File: src/rtl/issue_pkg.sv
// Shared types and helpers for the in-order 4-wide issue stage.
// Opcode classes decide which instructions write a register or touch memory.
package issue_pkg;

    localparam int DES_W = 4;
    localparam int BID_W = 3;
    localparam int IMM_W = 5;
    localparam int LANES = 4;
    localparam int NREG  = 2 ** DES_W;

    localparam logic [3:0] OP_LD = 4'b0010;
    localparam logic [3:0] OP_ST = 4'b0100;
    localparam logic [3:0] OP_BR = 4'b1000;

    typedef struct packed {
        logic             vld;
        logic [DES_W-1:0] des;
        logic [DES_W-1:0] s1;
        logic [DES_W-1:0] s2;
        logic [3:0]       op;
        logic [BID_W-1:0] branch;
        logic [IMM_W-1:0] ime;
    } issue_lane_t;

    function automatic logic has_dest(input logic [3:0] op,
                                      input logic [DES_W-1:0] des);
        return !(op == OP_ST || op == OP_BR) && (des != '0);
    endfunction

    function automatic logic is_mem(input logic [3:0] op);
        return (op == OP_LD) || (op == OP_ST);
    endfunction

endpackage

File: src/rtl/hazard_check.sv
// Finds the longest in-order hazard-free prefix of the pending slots.
// Memory ops may only leave from slot 1, so at most one issues per cycle.
module hazard_check
    import issue_pkg::*;
(
    input  issue_lane_t [LANES-1:0] slot,
    input  logic [NREG-1:0]         busy,
    output logic [2:0]              n
);

    logic            ok;
    logic            stop;
    logic [NREG-1:0] wmask;

    always_comb begin
        n     = '0;
        ok    = 1'b0;
        stop  = 1'b0;
        wmask = '0;
        for (int k = 0; k < LANES; k++) begin
            ok = slot[k].vld && !stop;
            if (slot[k].s1 != '0 && (busy[slot[k].s1] || wmask[slot[k].s1]))
                ok = 1'b0;
            if (slot[k].s2 != '0 && (busy[slot[k].s2] || wmask[slot[k].s2]))
                ok = 1'b0;
            if (has_dest(slot[k].op, slot[k].des) &&
                (busy[slot[k].des] || wmask[slot[k].des]))
                ok = 1'b0;
            if (is_mem(slot[k].op) && k != 0)
                ok = 1'b0;
            if (ok) begin
                n = 3'(k + 1);
                if (has_dest(slot[k].op, slot[k].des))
                    wmask[slot[k].des] = 1'b1;
            end else begin
                stop = 1'b1;
            end
        end
    end

endmodule

File: src/rtl/issue_scoreboard.sv
// In-order 4-wide issue stage with a per-register busy scoreboard.
// Holds one bundle, issues a hazard-free prefix each cycle, compacts the rest.
module issue_scoreboard
    import issue_pkg::*;
(
    input  logic             clk,
    input  logic             rst_n,
    input  logic             dec_1_vld,
    input  logic [DES_W-1:0] dec_1_des,
    input  logic [DES_W-1:0] dec_1_s1,
    input  logic [DES_W-1:0] dec_1_s2,
    input  logic [3:0]       dec_1_op,
    input  logic [BID_W-1:0] dec_1_branch,
    input  logic [IMM_W-1:0] dec_1_ime,
    input  logic             dec_2_vld,
    input  logic [DES_W-1:0] dec_2_des,
    input  logic [DES_W-1:0] dec_2_s1,
    input  logic [DES_W-1:0] dec_2_s2,
    input  logic [3:0]       dec_2_op,
    input  logic [BID_W-1:0] dec_2_branch,
    input  logic [IMM_W-1:0] dec_2_ime,
    input  logic             dec_3_vld,
    input  logic [DES_W-1:0] dec_3_des,
    input  logic [DES_W-1:0] dec_3_s1,
    input  logic [DES_W-1:0] dec_3_s2,
    input  logic [3:0]       dec_3_op,
    input  logic [BID_W-1:0] dec_3_branch,
    input  logic [IMM_W-1:0] dec_3_ime,
    input  logic             dec_4_vld,
    input  logic [DES_W-1:0] dec_4_des,
    input  logic [DES_W-1:0] dec_4_s1,
    input  logic [DES_W-1:0] dec_4_s2,
    input  logic [3:0]       dec_4_op,
    input  logic [BID_W-1:0] dec_4_branch,
    input  logic [IMM_W-1:0] dec_4_ime,
    output logic             dec_ready,
    input  logic             back_1_vld,
    input  logic [DES_W-1:0] back_1_des,
    input  logic             back_2_vld,
    input  logic [DES_W-1:0] back_2_des,
    input  logic             back_3_vld,
    input  logic [DES_W-1:0] back_3_des,
    input  logic             back_4_vld,
    input  logic [DES_W-1:0] back_4_des,
    output logic             in_1_vld,
    output logic [DES_W-1:0] in_1_des,
    output logic [DES_W-1:0] in_1_s1,
    output logic [DES_W-1:0] in_1_s2,
    output logic [3:0]       in_1_op,
    output logic [BID_W-1:0] in_1_branch,
    output logic [IMM_W-1:0] in_1_ime,
    output logic             in_2_vld,
    output logic [DES_W-1:0] in_2_des,
    output logic [DES_W-1:0] in_2_s1,
    output logic [DES_W-1:0] in_2_s2,
    output logic [3:0]       in_2_op,
    output logic [BID_W-1:0] in_2_branch,
    output logic [IMM_W-1:0] in_2_ime,
    output logic             in_3_vld,
    output logic [DES_W-1:0] in_3_des,
    output logic [DES_W-1:0] in_3_s1,
    output logic [DES_W-1:0] in_3_s2,
    output logic [3:0]       in_3_op,
    output logic [BID_W-1:0] in_3_branch,
    output logic [IMM_W-1:0] in_3_ime,
    output logic             in_4_vld,
    output logic [DES_W-1:0] in_4_des,
    output logic [DES_W-1:0] in_4_s1,
    output logic [DES_W-1:0] in_4_s2,
    output logic [3:0]       in_4_op,
    output logic [BID_W-1:0] in_4_branch,
    output logic [IMM_W-1:0] in_4_ime,
    output logic [15:0]      stall_cnt
);

    issue_lane_t [LANES-1:0]  dec, pend, pend_nxt, iss, iss_nxt;
    logic [LANES-1:0]         bvld;
    logic [LANES-1:0][DES_W-1:0] bdes;
    logic [NREG-1:0]          busy, busy_nxt;
    logic [2:0]               n, cnt;
    logic                     accept;

    assign dec[0] = '{dec_1_vld, dec_1_des, dec_1_s1, dec_1_s2,
                      dec_1_op, dec_1_branch, dec_1_ime};
    assign dec[1] = '{dec_2_vld, dec_2_des, dec_2_s1, dec_2_s2,
                      dec_2_op, dec_2_branch, dec_2_ime};
    assign dec[2] = '{dec_3_vld, dec_3_des, dec_3_s1, dec_3_s2,
                      dec_3_op, dec_3_branch, dec_3_ime};
    assign dec[3] = '{dec_4_vld, dec_4_des, dec_4_s1, dec_4_s2,
                      dec_4_op, dec_4_branch, dec_4_ime};

    assign bvld = {back_4_vld, back_3_vld, back_2_vld, back_1_vld};
    assign bdes = {back_4_des, back_3_des, back_2_des, back_1_des};

    assign {in_1_vld, in_1_des, in_1_s1, in_1_s2,
            in_1_op, in_1_branch, in_1_ime} = iss[0];
    assign {in_2_vld, in_2_des, in_2_s1, in_2_s2,
            in_2_op, in_2_branch, in_2_ime} = iss[1];
    assign {in_3_vld, in_3_des, in_3_s1, in_3_s2,
            in_3_op, in_3_branch, in_3_ime} = iss[2];
    assign {in_4_vld, in_4_des, in_4_s1, in_4_s2,
            in_4_op, in_4_branch, in_4_ime} = iss[3];

    hazard_check u_hazard (
        .slot (pend),
        .busy (busy),
        .n    (n)
    );

    always_comb begin
        cnt = '0;
        for (int k = 0; k < LANES; k++)
            if (pend[k].vld) cnt = cnt + 3'd1;
    end

    // Empty buffer gives n == cnt == 0, so one compare covers both cases.
    assign dec_ready = (n == cnt);
    assign accept    = dec_ready && (|{dec_1_vld, dec_2_vld, dec_3_vld, dec_4_vld});

    always_comb begin
        pend_nxt = '0;
        iss_nxt  = '0;
        busy_nxt = busy;
        for (int k = 0; k < LANES; k++) begin
            automatic int j = k + int'(n);
            if (j < LANES) pend_nxt[k] = pend[j[1:0]];
            if (k < int'(n)) iss_nxt[k] = pend[k];
        end
        if (accept)
            for (int k = 0; k < LANES; k++)
                pend_nxt[k] = dec[k].vld ? dec[k] : '0;
        for (int k = 0; k < LANES; k++)
            if (bvld[k]) busy_nxt[bdes[k]] = 1'b0;
        // Set after clear so a same-edge writeback cannot hide a new writer.
        for (int k = 0; k < LANES; k++)
            if (k < int'(n) && has_dest(pend[k].op, pend[k].des))
                busy_nxt[pend[k].des] = 1'b1;
        busy_nxt[0] = 1'b0;
    end

    always_ff @(posedge clk or negedge rst_n) begin
        if (!rst_n) begin
            pend      <= '0;
            iss       <= '0;
            busy      <= '0;
            stall_cnt <= '0;
        end else begin
            pend <= pend_nxt;
            iss  <= iss_nxt;
            busy <= busy_nxt;
            if (cnt != '0 && n == '0 && stall_cnt != 16'hFFFF)
                stall_cnt <= stall_cnt + 16'd1;
        end
    end

endmodule

File: config.mk
export PLATFORM = sky130hd
export DESIGN_NAME = issue_scoreboard
export DESIGN_NICKNAME = d
export VERILOG_FILES = /design/src/rtl/issue_pkg.sv /design/src/rtl/hazard_check.sv /design/src/rtl/issue_scoreboard.sv
export SDC_FILE = /design/constraint.sdc
export NUM_CORES = 1
export LEC_CHECK = 0
export ABC_AREA = 1
export ABC_CLOCK_PERIOD_IN_PS = 11570
export CELL_PAD_IN_SITES_DETAIL_PLACEMENT = 1
export CELL_PAD_IN_SITES_GLOBAL_PLACEMENT = 1
export CORE_ASPECT_RATIO = 0.6
export CORE_MARGIN = 3
export CORE_UTILIZATION = 35
export CTS_CLUSTER_DIAMETER = 60
export DETAILED_ROUTE_END_ITERATION = 16
export PLACE_DENSITY = 0.79
export SKIP_LAST_GASP = 1
export SYNTH_ARGS = -nofsm -noshare
export SYNTH_HDL_FRONTEND = slang
export SYNTH_SLANG_ARGS = --single-unit
File: constraint.sdc
create_clock -name clk -period 11.57 [get_ports clk]
set_input_delay 1.7355 -clock clk [delete_from_list [all_inputs] [get_ports clk]]
set_output_delay 1.7355 -clock clk [all_outputs]
set_load 0.005 [all_outputs]
==> impl_metrics.csv <==
group,metric,value,unit
timing,whs,0.4987,ns
synthesis,synthFlopType,"dfrtp_1",
synthesis,syn_avg_cell_area,6.274,um^2
clock_network,ctsHtreeMaxLevel,1,
layout,area_growth,23.13,%
timing,worst_slew_pin_slew,1.486,ns
critical_path,cp_slowest_cell,"o21ai_0",
global_routing,use_met1,0.5608,
clock_network,hold_buffers,0,
global_routing,grt_pass1_wl,136500,um
layout,multiInputGateArea,9256,um^2
clock_network,post_cts.repair.setup_buffers,0,
timing,setup_viol,0,
layout,register_area,5781,um^2
global_routing,met3_usage,0.1284,
critical_path,crit_top_cell,"nand2_1",
worst_hold_path,whs_path_depth,1,
global_routing,grt_overflow,0,
critical_path,r2r_start,"pend[20]$_DFF_PN0_",
drt,drc,0,
power_and_ir_drop,cellLeakagePower,10.74,nW
placed_design,dp_cells,3458,
layout,final_cells,3510,
critical_path,startpoint_type,"flop",
clock_network,clock_latency,0.58,ns
timing,layout_setup_ws,0.4257,ns
synthesis,yosys_warnings,0,
placed_design,dpl_worst_slack,1.463,ns
critical_path,crit_type,"reg2out",
floorplanning,fp-row-count,61,
layout,design_area,20790,um^2
clock_network,cts_buffer_depth,3,
floorplanning,core-area,46940,um^2
layout,mostFrequentLayoutCells,"nand2_1, nor2_1, inv_1, nand3_1, clkdlybuf4s50_1",
floorplanning,io_pins,239,
timing,fin_crit,11.14,ns
critical_path,crit_buf_inv,2,
timing,clock.fmax,0.08973,GHz
layout,fillCellCount,6145,
critical_path,required,9.83,ns
synthesis,postSynth.asyncResetShare,1.000,
placed_design,portBuffers,238,
synthesis,synth_seq_cells,231,
floorplanning,die_h,176.1,um
floorplanning,die_x,289.5,um
synthesis,syn_inst,2691,
global_routing,grt_max_degree,138,
timing,slew_headroom,-0.003169,
global_routing,grt-busiest-layer,"met1",
clock_network,cts_buffers,28,
global_routing,use_met2,0.4675,
critical_path,r2r_cells,41,
layout,diodes,0,
timing,drv_slew,1,
synthesis,syn_area,16880,um^2
worst_hold_path,min-delay-path-class,"reg2reg",
timing,finalClockSkew,0.01259,ns
drt,wl,93540,um
floorplanning,initial_core_util,0.3597,
drt,drt_pass1_iterations,6,
critical_path,arrival,9.41,ns
power_and_ir_drop,p_per_area,353.5,nW/um^2
floorplanning,die_area,51000,um^2
timing,period_share,0.9632,
clock_network,root_buffer,"clkbuf_16",
synthesis,synth_nets,2820,
placed_design,dpl_cell_area,19750,um^2
global_routing,antenna_found_initial,3,
clock_network,ctsResizeCount,0,
clock_network,cts.sinks,231,
drt,wire_per_inst,26.65,um
critical_path,worstReg2RegEnd,"pend[89]$_DFF_PN0_",
critical_path,cp_max_fo,31,
timing,setup_tns,0,ns
critical_path,crit_path_end_kind,"primary output",
layout,drive_above_1_share,0.05382,
critical_path,r2r_slack,1.40,ns
placed_design,gp_congestion,1.036,
timing,rsz0062_at_grt,"no",
power_and_ir_drop,p_total,7.350,mW
global_routing,grt_pass1_vias,20290,
power_and_ir_drop,vdd_drop_max,330.9,uV
clock_network,clkTransAtPathRegs,0.06,ns
drt,drt_iter0_markers,2760,
placed_design,place_hpwl,71150,um
layout,utilization,0.4429,
drt,via_per_inst,5.901,
drt,antenna_left,0,
global_routing,grt_usage,0.3584,
critical_path,cp_top_family,"simple AND/OR/NAND/NOR gates",
layout,nets,2987,
synthesis,synth_edf_count,0,
synthesis,synth_cell_type_count,54,
run_status,outcome,"finished, violations left",
critical_path,startpoint,"pend[20]$_DFF_PN0_",
critical_path,crit_cells,34,
synthesis,yosysTopAreaCell,"dfrtp_1",
synthesis,synth-seq-area-share,0.3424,
synthesis,synth.top_cell.area_share,0.3424,
critical_path,cp-endpoint,"dec_ready",
synthesis,synth_area_leaders,"dfrtp_1, nand2_1, nor2_1",
drt,route.vias.total,20710,
critical_path,slowest_delay,0.89,ns
clock_network,cts_tree,"built",
layout,layout_commonest_cell,"nand2_1",
run_status,violations,"capacitance limit, slew limit",
timing,hold_viol_final,0,
flow_run,cap_violations,1,
[worst min-delay path by stage]
stage / slack, ns / to / from
after floorplan: 0.48 / in_2_branch[0]$_DFF_PN0_ / pend[30]$_DFF_PN0_
after global placement: 0.48 / stall_cnt[5]$_DFFE_PN0P_ / stall_cnt[5]$_DFFE_PN0P_
after detailed placement: 0.49 / stall_cnt[8]$_DFFE_PN0P_ / stall_cnt[8]$_DFFE_PN0P_
after CTS: 0.50 / stall_cnt[8]$_DFFE_PN0P_ / stall_cnt[8]$_DFFE_PN0P_
after global routing: 0.52 / stall_cnt[8]$_DFFE_PN0P_ / stall_cnt[8]$_DFFE_PN0P_
final: 0.50 / stall_cnt[8]$_DFFE_PN0P_ / stall_cnt[8]$_DFFE_PN0P_
[area by class of cell]
class,instances,share of cell area
clock buffers,38,0.03990
clock inverters,14,0.009931
inverters,309,0.05579
multi-input cells,2001,0.4453
repair buffers,287,0.1331
flip-flops and latches,231,0.2781
well taps,630,0.03792
[registers in the layout (all words and copies together), names as in the netlist, 5 cells and up]
register / flops
stall_cnt: 16
pend: 100
in_1_ime: 5
in_2_ime: 5
busy: 15
in_3_ime: 5
in_4_ime: 5
[worst reg2reg max path: cells and delay by family, from the launching register on]
family	cells	cell delay (ns)
and+or+nand+nor	30	5.60
buffers and inverters	4	1.91
AOI/OAI and AO/OA	5	1.23
DFF	1	0.81
adders and majority gates	1	0.36
xor gates and xnor gates	1	0.18
[routing by layer]
metal	vias to the layer above	routed length [um]	share of wire
met2	1198	35410	0.38
li1	9071	-	-
met5	-	178	0.0019
met4	4	1565	0.017
met1	10310	43820	0.47
met3	126	12570	0.13
[cell usage after synthesis, types with 2 or more instances]
library cell and n:
xnor2_1 6, nor4_1 11, nand4_2 2, o21ai_0 121, a31oi_1 8, o31ai_1 10, nor3_1 25, ha_1 7
dfrtp_1 231, o221ai_1 10, xor2_1 10, inv_1 281, clkinv_1 4, a221oi_1 12, nand3_1 243, o21ai_1 15
nor2_1 382, o211ai_1 17, buf_1 14, inv_2 24, nor2_2 8, buf_4 14, and2_1 4, a22oi_1 6
o311ai_0 6, a21oi_1 51, nand3_2 2, clkbuf_1 65, buf_6 5, nand2_2 4, nand2_1 844, nand4_1 145
o2111ai_1 12, buf_2 52, a32o_1 3, o22ai_1 14, o21bai_1 6
[kinds of logic after synthesis]
| family | synth area share |
|---|---|
| and+or+nand+nor | 0.4228 |
| xor gates and xnor gates | 0.01023 |
| buffers and inverters | 0.1112 |
| DFF | 0.3424 |
| AOI/OAI and AO/OA | 0.1082 |
| adders and majority gates | 0.005187 |
[report_power, final]
group | internal (mW) | switching, mW | total [mW] | leakage (nW)
Sequential | 1.07 | 0.396 | 1.47 | 3.08
Combinational | 1.28 | 3.60 | 4.88 | 7.15
Clock | 0.597 | 0.409 | 1.01 | 0.509
Total | 2.94 | 4.41 | 7.35 | 10.7
(Power assumes the default switching activity.)
==> patch 1: new RTL, same flow settings <==
Reset style: synchronous (`rst_n`), changed in one clocked block.
--- a/src/rtl/issue_scoreboard.sv
+++ b/src/rtl/issue_scoreboard.sv
@@ -140,3 +140,3 @@
 
-    always_ff @(posedge clk or negedge rst_n) begin
+    always_ff @(posedge clk) begin
         if (!rst_n) begin
Behaviour: not the same (a bounded check fails within 4 cycles, from zero or initial values and one cycle with rst_n low; the reset may be asserted at any time).
==> patch 1 against the original RTL <==
  * Sequential share of layout area is 4.4 points lower
  * Critical path depth rose by 5
  * Via count increased by 1.2%
  * Area after synthesis decreased by 5.0%
  * Final area decreased by 4.8%
  * Wire length up 0.95%
  * Non-clock buffer count fell by 7
  * Synthesized cell count grew 2.7%
  * Setup slack improved by 1.2 ns
  * Register-to-register slack better by 0.81 ns
  * Sequential cell count is the same
  * Count of clock-buffer cells in the layout decreased by 3
Power is not compared: it rests on default switching activity, and its combinational part moved more than twofold at a synthesized area within 25%.
==> patch 1: results (changes against the original RTL) <==
- Status: finished, final reports clean (was finished with violations).
- The placed instance area was 18790 um^2 (was 19750 um^2).
- The start of the worst register-to-register path was pend[21]$_SDFF_PN0_ (was pend[20]$_DFF_PN0_).
- The maximum number of pins on one net before global-route repair is 101 (was 138).
- The critical-path maximum fanout is 19 (was 31).
- The layout filler cell count came to 6063 (was 6145).
- The detailed-route wire length is 94420 um (was 93540 um).
- The wire length the detailed router placed on met1 is 42300 um (was 43820 um).
- The worst clock skew on the final layout was 0.01945 ns (was 0.01259 ns).
- The longest individual stage delay on the worst path is 0.70 ns (was 0.89 ns).
- Commonest cells post-synth: sky130_fd_sc_hd__nand2_1, sky130_fd_sc_hd__nand3_1, sky130_fd_sc_hd__nor2_1 (was sky130_fd_sc_hd__nand2_1, sky130_fd_sc_hd__nor2_1, sky130_fd_sc_hd__inv_1).
- The main flop type after synthesis was sky130_fd_sc_hd__dfxtp_1 (was sky130_fd_sc_hd__dfrtp_1).
- The number of nets in the layout is 3047 (was 2987).
- The count of cell types in the netlist came to 57 (was 54).
- The number of vias after detailed routing was 20963 (was 20712).
- The number of global-route vias before repair came to 20104 (was 20294).
- The final weighted congestion in routability-driven placement is 1.071 (was 1.036).
- The data arrival at the endpoint of the critical path came to 8.22 ns (was 9.41 ns).
- The reg-to-reg setup timing slack was 2.21 ns (was 1.40 ns).
- The global routing usage summed across all routing layers is 37.51% (was 35.84%).
- The sequential-to-total area share from yosys stat is 28.83% (was 34.24%).
- The met2 routed wirelength was 35300 um (was 35410 um).
- The cell depth of the worst flop-to-flop path is 42 (was 41).
- The met3 wirelength from detailed routing was 14600 um (was 12570 um).
- Biggest area contributors in the synthesized netlist: sky130_fd_sc_hd__dfxtp_1, sky130_fd_sc_hd__nand2_1, sky130_fd_sc_hd__nand3_1 (was sky130_fd_sc_hd__dfrtp_1, sky130_fd_sc_hd__nand2_1, sky130_fd_sc_hd__nor2_1).
- The async set or reset register ratio after synthesis is 0% (was 100.0%).
- The sum of net half-perimeters after detailed placement is 71280 um (was 71150 um).
- The capture point of the worst reg-to-reg path is pend[80]$_SDFF_PN0_ (was pend[89]$_DFF_PN0_).
- The proportion of layout cells with a drive suffix above 1 is 4.864% (was 5.382%).
- The post-synthesis net count is 2894 (was 2820).
- The slowest library cell on the worst path is sky130_fd_sc_hd__dfxtp_1 (was sky130_fd_sc_hd__o21ai_0).
- The global-route wire length before repair was 135000 um (was 136500 um).
patch 1: cell count changes after synthesis, sizes merged, moves of 8 or more:
cell     delta
dfrtp     -231
nand2     -109
nand4      -95
a221oi      +8
o2111ai     -9
inv        +36
o21ai      -22
dfxtp     +231
nand3     +152
a21oi     +118
nor3        +9
o31ai       -8
patch 1: worst min-delay path by stage:
stage | start | depth (start not counted) | to | slack, ns
2_1_floorplan | pend[31]$_SDFF_PN0_ | 2 | in_2_branch[1]$_SDFF_PN0_ | 0.42
3_3_place_gp | pend[28]$_SDFF_PN0_ | 2 | in_2_ime[3]$_SDFF_PN0_ | 0.44
3_5_place_dp | pend[28]$_SDFF_PN0_ | 2 | in_2_ime[3]$_SDFF_PN0_ | 0.44
4_1_cts | pend[28]$_SDFF_PN0_ | 2 | in_2_ime[3]$_SDFF_PN0_ | 0.45
5_1_grt | pend[28]$_SDFF_PN0_ | 2 | in_2_ime[3]$_SDFF_PN0_ | 0.48
6_report | pend[28]$_SDFF_PN0_ | 2 | in_2_ime[3]$_SDFF_PN0_ | 0.45
patch 1: layout make-up:
type	count	area share, %
Tap cell	589	3.723
Sequential cell	231	23.36
Clock buffer	35	4.033
Clock inverter	17	1.030
Inverter	345	6.548
Timing Repair Buffer	280	13.69
Multi-Input combinational cell	2032	47.61
patch 1: per-stage QoR:
stage | instances | setup WS [ns] | util [%] | hold WS, ns | total power [mW]
floorplan | 2765 | 5.692 | - | 0.4184 | 2.338
global placement | 3477 | 2.536 | 41.72 | 0.4375 | 3.031
detailed placement | 3477 | 2.570 | 41.72 | 0.4437 | 3.069
CTS | 3529 | 1.940 | 43.95 | 0.4544 | 4.047
global route | 3529 | 1.118 | 43.95 | 0.4797 | 4.337
finish | 3529 | 1.615 | 43.95 | 0.4538 | 4.143
patch 1: logic make-up after synthesis:
group / share of synthesized area [%]
buf+inv: 12.68
xor+xnor: 0.4915
compound gates: 14.49
flops: 28.83
fa+ha+maj: 0.5460
simple gates: 42.97
patch 1: power groups by stage:
stage | Clock, mW | Sequential [mW] | Combinational [mW]
3_3_place_gp | 0 | 1.10 | 1.93
6_report | 0.976 | 1.10 | 2.07
5_1_grt | 1.01 | 1.10 | 2.23
2_1_floorplan | 0 | 0.971 | 1.37
3_5_place_dp | 0 | 1.10 | 1.97
4_1_cts | 0.981 | 1.08 | 1.98
patch 1: worst max-delay path: cells and delay by family, from the launching register on:
family | cells | cell delay [ns]
buffers and inverters | 4 | 1.02
AO/OA/AOI/OAI | 2 | 0.41
AND/OR/NAND/NOR | 33 | 5.50
flip-flops | 1 | 0.70
patch 1: metal layers:
layer,vias up,track usage [%]
li1,9311,-
met1,10143,54.24
met2,1346,49.44
met3,153,17.76
met4,10,8.126
met5,-,0
==> patch 2: new RTL, config.mk and constraints unchanged <==
Made on the original files. Change the package constant `IMM_W` from 5 to 10.
--- a/src/rtl/issue_pkg.sv
+++ b/src/rtl/issue_pkg.sv
@@ -6,3 +6,3 @@
     localparam int BID_W = 3;
-    localparam int IMM_W = 5;
+    localparam int IMM_W = 10;
     localparam int LANES = 4;
Ports: changed (8 resized); port bits go from 239 to 279. No check against the original RTL was run, so the function may have changed too.
==> patch 2 against the original RTL <==
  * Count of clock-buffer cells in the layout is 3 higher
  * Power is 4.8% higher
  * Setup slack better by 0.65 ns
  * Wire length is 5.1% higher
  * Area after synthesis is 14% higher
  * Final area is 13% higher
  * Combinational power hardly changed
  * Sequential cell count is 40 higher
==> patch 2: results (changes against the original RTL) <==
- The data arrival at the endpoint of the critical path was 8.76 ns (was 9.41 ns).
- The worst setup slack after placement is 2.038 ns (was 1.463 ns).
- The final weighted congestion in routability-driven placement came to 1.086 (was 1.036).
- The average vias per placed instance is 5.756 (was 5.901).
- The number of violations reported at the end of detailed-routing iteration 0 was 2459 (was 2760).
- The startpoint of the tightest hold check path was stall_cnt[7]$_DFFE_PN0P_ (was stall_cnt[8]$_DFFE_PN0P_).
- The number of clock buffers inserted by TritonCTS is 34 (was 28).
- The sum of net half-perimeters after detailed placement came to 73540 um (was 71150 um).
- Status: finished, final reports clean (was finished with violations).
- The deepest level of the CTS H-tree was 2 (was 1).
- The start of the worst register-to-register path is pend[25]$_DFF_PN0_ (was pend[20]$_DFF_PN0_).
- The longest individual stage delay on the worst path is 0.67 ns (was 0.89 ns).
- The proportion of layout cells with a drive suffix above 1 came to 5.125% (was 5.382%).
- The maximum number of pins on one net before global-route repair is 108 (was 138).
- The initial antenna violation count is 2 (was 3).
- The fraction of met1 tracks used by global routing is 50.24% (was 56.08%).
- Commonest cells post-synth: sky130_fd_sc_hd__nand2_1, sky130_fd_sc_hd__nor2_1, sky130_fd_sc_hd__nand3_1 (was sky130_fd_sc_hd__nand2_1, sky130_fd_sc_hd__nor2_1, sky130_fd_sc_hd__inv_1).
- The number of vias after detailed routing is 22464 (was 20712).
- The sequential-to-total area share from yosys stat is 35.34% (was 34.24%).
- The worst clock skew on the final layout came to 0.04296 ns (was 0.01259 ns).
- The per-instance average area after synthesis is 6.381 um^2 (was 6.274 um^2).
- The number of nets in the layout is 3324 (was 2987).
- The post-synthesis net count is 3156 (was 2820).
- The critical-path maximum fanout came to 19 (was 31).
- The met3 track demand over resource is 12.79% (was 12.84%).
- Biggest area contributors in the synthesized netlist: sky130_fd_sc_hd__dfrtp_1, sky130_fd_sc_hd__nand2_1, sky130_fd_sc_hd__nand3_1 (was sky130_fd_sc_hd__dfrtp_1, sky130_fd_sc_hd__nand2_1, sky130_fd_sc_hd__nor2_1).
==> patch 2: final cells by class <==
class | count | area, um^2
Tap cell | 703 | 879.6
Sequential cell | 271 | 6782
Clock inverter | 20 | 279.0
Timing Repair Buffer | 318 | 3108
Inverter | 357 | 1341
Multi-Input combinational cell | 2193 | 10170
Fill cell | 6885 | 29890
Clock buffer | 41 | 908.4
==> patch 2: power by group <==
part	leakage (nW)	switching [mW]	total [mW]	internal (mW)
logic	8.19	3.56	4.88	1.32
registers	3.63	0.421	1.65	1.23
clock network	0.582	0.471	1.17	0.701
==> patch 2: logic make-up (layout without fill, tap and decap cells) <==
family	after synthesis	after routing	share of synthesized area (%)
buffers and inverters	543	736	11.99
DFF	271	271	35.34
adders and majority gates	7	7	0.4565
and+or+nand+nor	1949	1949	44.05
xor gates and xnor gates	19	19	0.9064
AOI/OAI and AO/OA	218	218	7.251
==> patch 2: worst min path at each step <==
stage,end,slack [ns],cells past startpoint
after floorplan,stall_cnt[4]$_DFFE_PN0P_,0.48,1
after global placement,in_1_ime[9]$_DFF_PN0_,0.50,2
after detailed placement,in_4_ime[7]$_DFF_PN0_,0.51,2
after CTS,in_2_branch[2]$_DFF_PN0_,0.52,2
after global routing,in_3_branch[1]$_DFF_PN0_,0.54,2
final,stall_cnt[7]$_DFFE_PN0P_,0.52,1
==> patch 2: routing by layer <==
metal	up-vias	wire length, um
li1	10061	-
met1	11071	45760
met2	1180	37960
met3	150	12580
met4	2	2019
met5	-	7
